$ cat src/rtl/sample_frame_sequencer.sv
// Per-sample SPI frame controller for the ADC -> processing -> DAC path.
// Generates SPI_SCK and sequences preamp gain write, ADC conversion/readout, DAC A and DAC B.
module sample_frame_sequencer #(
  parameter int unsigned FRAME_SCK = 128,
  parameter int unsigned DIV_FAST  = 4,
  parameter int unsigned DIV_SLOW  = 10
) (
  input  logic       CLK_50M,
  input  logic       RST_N,
  input  logic       enable,
  input  logic       rate_sel,
  input  logic       gain_req,
  output logic       SPI_SCK,
  output logic       AMP_CS,
  output logic       AD_CONV,
  output logic       DAC_CS,
  output logic       adc_window,
  output logic       dac_sel,
  output logic [1:0] mosi_sel,
  output logic       sample_valid,
  output logic       busy
);

  if (FRAME_SCK < 108) begin : g_frame_check
    $error("FRAME_SCK must be at least 108");
  end

  localparam int unsigned    PosW    = $clog2(FRAME_SCK);
  localparam logic [PosW-1:0] PosLast = PosW'(FRAME_SCK - 1);
  localparam logic [15:0]    DivFast = 16'(DIV_FAST);
  localparam logic [15:0]    DivSlow = 16'(DIV_SLOW);

  typedef enum logic [2:0] {
    StIdle,
    StAmp,
    StConv,
    StRead,
    StDacA,
    StGap,
    StDacB
  } state_e;

  logic [15:0]     div_q, div_cnt_q;
  logic            half_done, tick_q;
  state_e          state_q, state_d;
  logic [PosW-1:0] pos_q, pos_d;
  logic [5:0]      ph_q, ph_d;
  logic            gain_q, gain_d;
  logic            busy_d, start, sample_valid_d;

  // SCK generator; the registered falling-edge tick lets outputs settle a cycle after SCK falls
  assign half_done = (div_cnt_q == div_q - 16'd1);

  always_ff @(posedge CLK_50M) begin
    if (!RST_N) begin
      SPI_SCK   <= 1'b0;
      div_cnt_q <= '0;
      tick_q    <= 1'b0;
    end else begin
      tick_q <= half_done && SPI_SCK;
      if (half_done) begin
        div_cnt_q <= '0;
        SPI_SCK   <= ~SPI_SCK;
      end else begin
        div_cnt_q <= div_cnt_q + 16'd1;
      end
    end
  end

  always_comb begin
    state_d        = state_q;
    pos_d          = pos_q;
    ph_d           = ph_q;
    busy_d         = busy;
    gain_d         = gain_q | gain_req;
    start          = 1'b0;
    sample_valid_d = tick_q && busy && (state_q == StRead) && (ph_q == 6'd0);
    if (tick_q) begin
      if (!busy || pos_q == PosLast) begin
        // Frame boundary: either start the next frame or park at pos 0
        pos_d   = '0;
        state_d = StIdle;
        busy_d  = 1'b0;
        start   = enable;
      end else begin
        pos_d = pos_q + PosW'(1);
        if (ph_q != 6'd0 && state_q != StIdle) begin
          ph_d = ph_q - 6'd1;
        end else begin
          case (state_q)
            StAmp:   begin state_d = StConv; ph_d = 6'd0;  end
            StConv:  begin state_d = StRead; ph_d = 6'd33; end
            StRead:  begin state_d = StDacA; ph_d = 6'd31; end
            StDacA:  begin state_d = StGap;  ph_d = 6'd0;  end
            StGap:   begin state_d = StDacB; ph_d = 6'd31; end
            StDacB:  begin state_d = StIdle; ph_d = 6'd0;  end
            default: ;
          endcase
        end
      end
      if (start) begin
        busy_d = 1'b1;
        if (gain_q) begin
          state_d = StAmp;
          ph_d    = 6'd7;
          gain_d  = gain_req;  // a request coinciding with AMP entry is kept for the next frame
        end else begin
          state_d = StConv;
          ph_d    = 6'd0;
        end
      end
    end
  end

  always_ff @(posedge CLK_50M) begin
    if (!RST_N) begin
      state_q      <= StIdle;
      pos_q        <= '0;
      ph_q         <= '0;
      gain_q       <= 1'b1;
      div_q        <= DivFast;
      busy         <= 1'b0;
      sample_valid <= 1'b0;
      AMP_CS       <= 1'b1;
      AD_CONV      <= 1'b0;
      DAC_CS       <= 1'b1;
      adc_window   <= 1'b0;
      dac_sel      <= 1'b0;
      mosi_sel     <= 2'd0;
    end else begin
      state_q      <= state_d;
      pos_q        <= pos_d;
      ph_q         <= ph_d;
      gain_q       <= gain_d;
      busy         <= busy_d;
      sample_valid <= sample_valid_d;
      if (tick_q && pos_d == '0) begin
        div_q <= rate_sel ? DivSlow : DivFast;
      end
      AMP_CS     <= (state_d != StAmp);
      AD_CONV    <= (state_d == StConv);
      adc_window <= (state_d == StRead);
      DAC_CS     <= !((state_d == StDacA) || (state_d == StDacB));
      dac_sel    <= (state_d == StDacB);
      if (state_d == StAmp) begin
        mosi_sel <= 2'd1;
      end else if (state_d == StDacA || state_d == StDacB) begin
        mosi_sel <= 2'd2;
      end else begin
        mosi_sel <= 2'd0;
      end
    end
  end

endmodule

$ cat config.mk
export PLATFORM = sky130hd
export DESIGN_NAME = sample_frame_sequencer
export DESIGN_NICKNAME = d
export VERILOG_FILES = /design/src/rtl/sample_frame_sequencer.sv
export SDC_FILE = /design/constraint.sdc
export NUM_CORES = 1
export LEC_CHECK = 0
export BUFFER_PORTS_ARGS = -buffer_cell sky130_fd_sc_hd__clkbuf_2
export CAP_MARGIN = 0
export CORE_MARGIN = 2
export CORE_UTILIZATION = 55
export CTS_BUF_LIST = sky130_fd_sc_hd__clkbuf_4 sky130_fd_sc_hd__clkbuf_8
export DETAILED_ROUTE_END_ITERATION = 7
export PLACE_DENSITY = 0.75
export REMOVE_ABC_BUFFERS = 1
export SLEW_MARGIN = 40
export SYNTH_ARGS = -nofsm -noshare
export SYNTH_HDL_FRONTEND = slang
export SYNTH_SLANG_ARGS = --single-unit
$ cat constraint.sdc
create_clock -name CLK_50M -period 2.17 [get_ports CLK_50M]
set_input_delay 0.1085 -clock CLK_50M [delete_from_list [all_inputs] [get_ports CLK_50M]]
set_output_delay 0.1085 -clock CLK_50M [all_outputs]
set_load 0.01 [all_outputs]
==> flow_metrics.py <==
metrics = {
    "setup_path": {
        "crit_path_max_fanout": 8,
        "r2r_end": "mosi_sel[0]$_SDFF_PN0_",
        "critPathArrivalTime_ns": 2.21,
        "crit_start": "ph_q[0]$_SDFFE_PN0P_",
        "r2r_start": "ph_q[0]$_SDFFE_PN0P_",
        "regToRegSetupSlack_ns": 0.15,
        "cp.required_ns": 2.36,
        "cp-end-kind": "flop",
        "r2r_cells": 7,
        "critPathKind": "reg2reg",
        "cp-start-kind": "flop",
    },
    "die": {
        "fp.dieW_um": 69.3,
        "io-pin-count": 15,
        "die_h_um": 69.3,
        "coreArea_um2": 4060,
        "dieArea_um2": 4800,
        "start_util_pct": 57.8,
        "row_count": 23,
    },
    "timing": {
        "max_freq_mhz": 496,
        "worstMarginPinSlew_ns": 0.612,
        "setup_tns_ns": 0,
        "rsz0062_at_grt": "false",
        "min_period_ns": 2.02,
        "period_share_pct": 92.9,
        "slew_headroom_pct": 59.2,
        "slew_viol_final": 0,
        "hold_slack_ns": 0.0338,
        "setup_viol": 0,
        "finalHoldViolations": 0,
        "finalClockSkew_ns": 0.00842,
    },
    "drt": {
        "wl_um": 4750,
        "ant_nets": 0,
        "vias": 1988,
        "drc": 0,
        "wl_per_cell_um": 14.2,
        "vias_per_cell": 5.93,
        "drt-initial-drc-count": 84,
        "dr.pass1.iters": 4,
    },
    "cts": {
        "cts-root-buf": "clkbuf_8",
        "clk_latency_ns": 0.30,
        "cts_tree": "yes",
        "cts_buffers": 5,
        "cts_buffer_depth": 2,
        "h-tree-depth": 2,
        "cts_sinks": 46,
        "clkTransAtPathRegs_ns": 0.09,
    },
    "logic_synthesis": {
        "seq_area_frac_synth_pct": 39.3,
        "synth_edf_count": 0,
        "syn_area_um2": 2350,
        "synth_top_area_share_pct": 39.3,
        "synth_common_cells": "dfxtp_1, nor2_1, nand2_1, xor2_1, nor2b_1",
        "ys_warn_count": 0,
        "ys_types": 59,
        "synth_top_cell_by_area": "dfxtp_1",
        "syn_avg_cell_area_um2": 8.82,
        "synth_top_flop_cell": "dfxtp_1",
        "yosys.cell_count.top_type": "dfxtp_1",
        "synth_area_leaders": "dfxtp_1, xor2_1, nor2_1",
        "synthArstFlopShare_pct": 0,
        "syn_inst": 266,
        "yosys_register_bits": 46,
    },
    "grt": {
        "met3_usage_pct": 4.65,
        "use_met2_pct": 31.6,
        "track_usage_pct": 20.1,
        "grt-busiest-layer": "met2",
        "grt-ovfl-total": 0,
        "grt_pass1_wl_um": 8040,
        "antenna_found_initial": 0,
        "grt_max_degree": 36,
        "use_met1_pct": 26.8,
        "grt_pass1_vias": 1799,
    },
    "layout": {
        "final_layout_size_suffix_gt1_share_pct": 14.4,
        "syn_to_final_growth_pct": 10.5,
        "final_util_pct": 63.9,
        "instances_no_fill": 335,
        "nets": 294,
        "multi_input_area_um2": 1360,
        "antenna_cells": 0,
        "regArea_um2": 921,
        "n_fill_cell": 370,
        "stdcell_area_um2": 2590,
    },
    "outcome": {
        "status": "finished, final reports clean",
    },
    "worst_hold_path": {
        "whs_path_depth": 2,
        "min_from": "rate_sel",
        "whs_endpoint": "div_q[2]$_SDFFE_PN1P_",
        "hold_path.class": "in2reg",
    },
    "power": {
        "power.switching_uw": 332,
        "clockPowerShare_pct": 38.3,
        "pwr-share-comb_pct": 3.8,
        "vdd_ir_drop_max_v": 0.000348,
        "power_density_nw_per_um2": 572,
        "p_leak_nw": 1.02,
        "p_int_mw": 1.15,
        "swShare_pct": 22.4,
        "sequentialPowerShare_pct": 57.9,
    },
    "place": {
        "hpwl_um": 3270,
        "place_inst": 326,
        "gp_congestion": 0.907,
        "port_buffers": 14,
        "postPlaceCellArea_um2": 2470,
    },
    "run": {
        "maxCapViolations": 0,
    },
}
layer usage:
metal	wire (µm)	part of all wire (%)
met4	71	1.5
met3	177	3.7
met5	0	0
met2	2240	47
met1	2250	47
kinds of logic (layout without fill, tap and decap cells):
| logic type | count (synthesis) | count (layout) | share of synthesized area [%] |
|---|---|---|---|
| AO/OA/AOI/OAI | 53 | 53 | 16.7 |
| flip-flops | 46 | 46 | 39.3 |
| multiplexers | 5 | 5 | 2.19 |
| buffers and inverters | 18 | 37 | 3.36 |
| XOR/XNOR | 21 | 21 | 7.84 |
| AND/OR/NAND/NOR | 118 | 118 | 28.0 |
| adder cells (fa/ha/maj) | 5 | 5 | 2.67 |
worst max path at each step:
| stage | end | cells after the start | slack (ns) |
|---|---|---|---|
| 4_1_cts | dac_sel$_SDFF_PN0_ | 7 | 0.03 |
| 5_1_grt | dac_sel$_SDFF_PN0_ | 7 | 0.002 |
| 3_3_place_gp | dac_sel$_SDFF_PN0_ | 7 | 0.15 |
| 3_5_place_dp | dac_sel$_SDFF_PN0_ | 7 | 0.03 |
| 2_1_floorplan | dac_sel$_SDFF_PN0_ | 7 | 0.24 |
| 6_report | mosi_sel[0]$_SDFF_PN0_ | 7 | 0.15 |
registers in the layout, summed over array words and instances, names as in the netlist:
signal,cells
AD_CONV,1
AMP_CS,1
DAC_CS,1
SPI_SCK,1
adc_window,1
busy,1
dac_sel,1
div_cnt_q,16
div_q,2
gain_q,1
mosi_sel,2
ph_q,6
pos_q,7
sample_valid,1
state_q,3
tick_q,1
worst max-delay path: stages (launching register included):
cell and delay [ns]:
dfxtp_1 0.41, inv_1 0.07, ha_1 0.21, nor2b_2 0.20
a41oi_1 0.22, a31oi_1 0.07, a221oi_2 0.47, and4b_1 0.25
through the flow:
stage	total power [mW]	worst slack (ns)
floorplan	0.909	0.241
detailed placement	0.933	0.0334
finish	1.48	0.154
CTS	1.50	0.0251
global route	1.54	0.00161
global placement	0.931	0.149
cells in the final DEF, fill, tap and decap left out, types with 3 or more instances in the layout:
master    count
dfxtp_1      46
nor2_1       29
nand2_1      18
xor2_1       16
clkbuf_2     14
nand4_1      11
nor2b_1      11
nand3_1      10
o21ai_0       9
inv_1         8
a21oi_1       7
clkbuf_8      6
buf_4         6
xnor2_1       5
ha_1          5
and3_1        4
o211ai_1      4
nor3_1        4
mux2i_1       4
nand3b_1      4
or3_1         3
and4_1        3
nor3b_1       3
o31ai_1       3
area by class of cell:
class                           count  share of cell area, %
Tap cell                           50                   2.41
Clock buffer                        7                   3.47
Sequential cell                    46                   35.5
Timing Repair Buffer               21                   4.83
Multi-Input combinational cell    202                   52.3
Inverter                            8                   1.16
Clock inverter                      1                  0.338
power by group through the flow:
stage                     Clock (mW)  Combinational (mW)  Sequential, mW
after floorplan                    0              0.0322           0.877
after global placement             0              0.0533           0.878
after detailed placement           0              0.0547           0.878
after CTS                      0.586              0.0565           0.858
after global routing           0.623              0.0621           0.860
final                          0.567              0.0564           0.858
timing repair:
| action | in CTS | in global routing |
|---|---|---|
| buffers inserted | 0 | 0 |
| hold endpoints to repair | 1 | 0 |
| setup endpoints to repair | 0 | 6 |
| hold buffers | 1 | 0 |
| resized for setup | 0 | 2 |
Note: power is estimated with default switching activity, not from simulation.
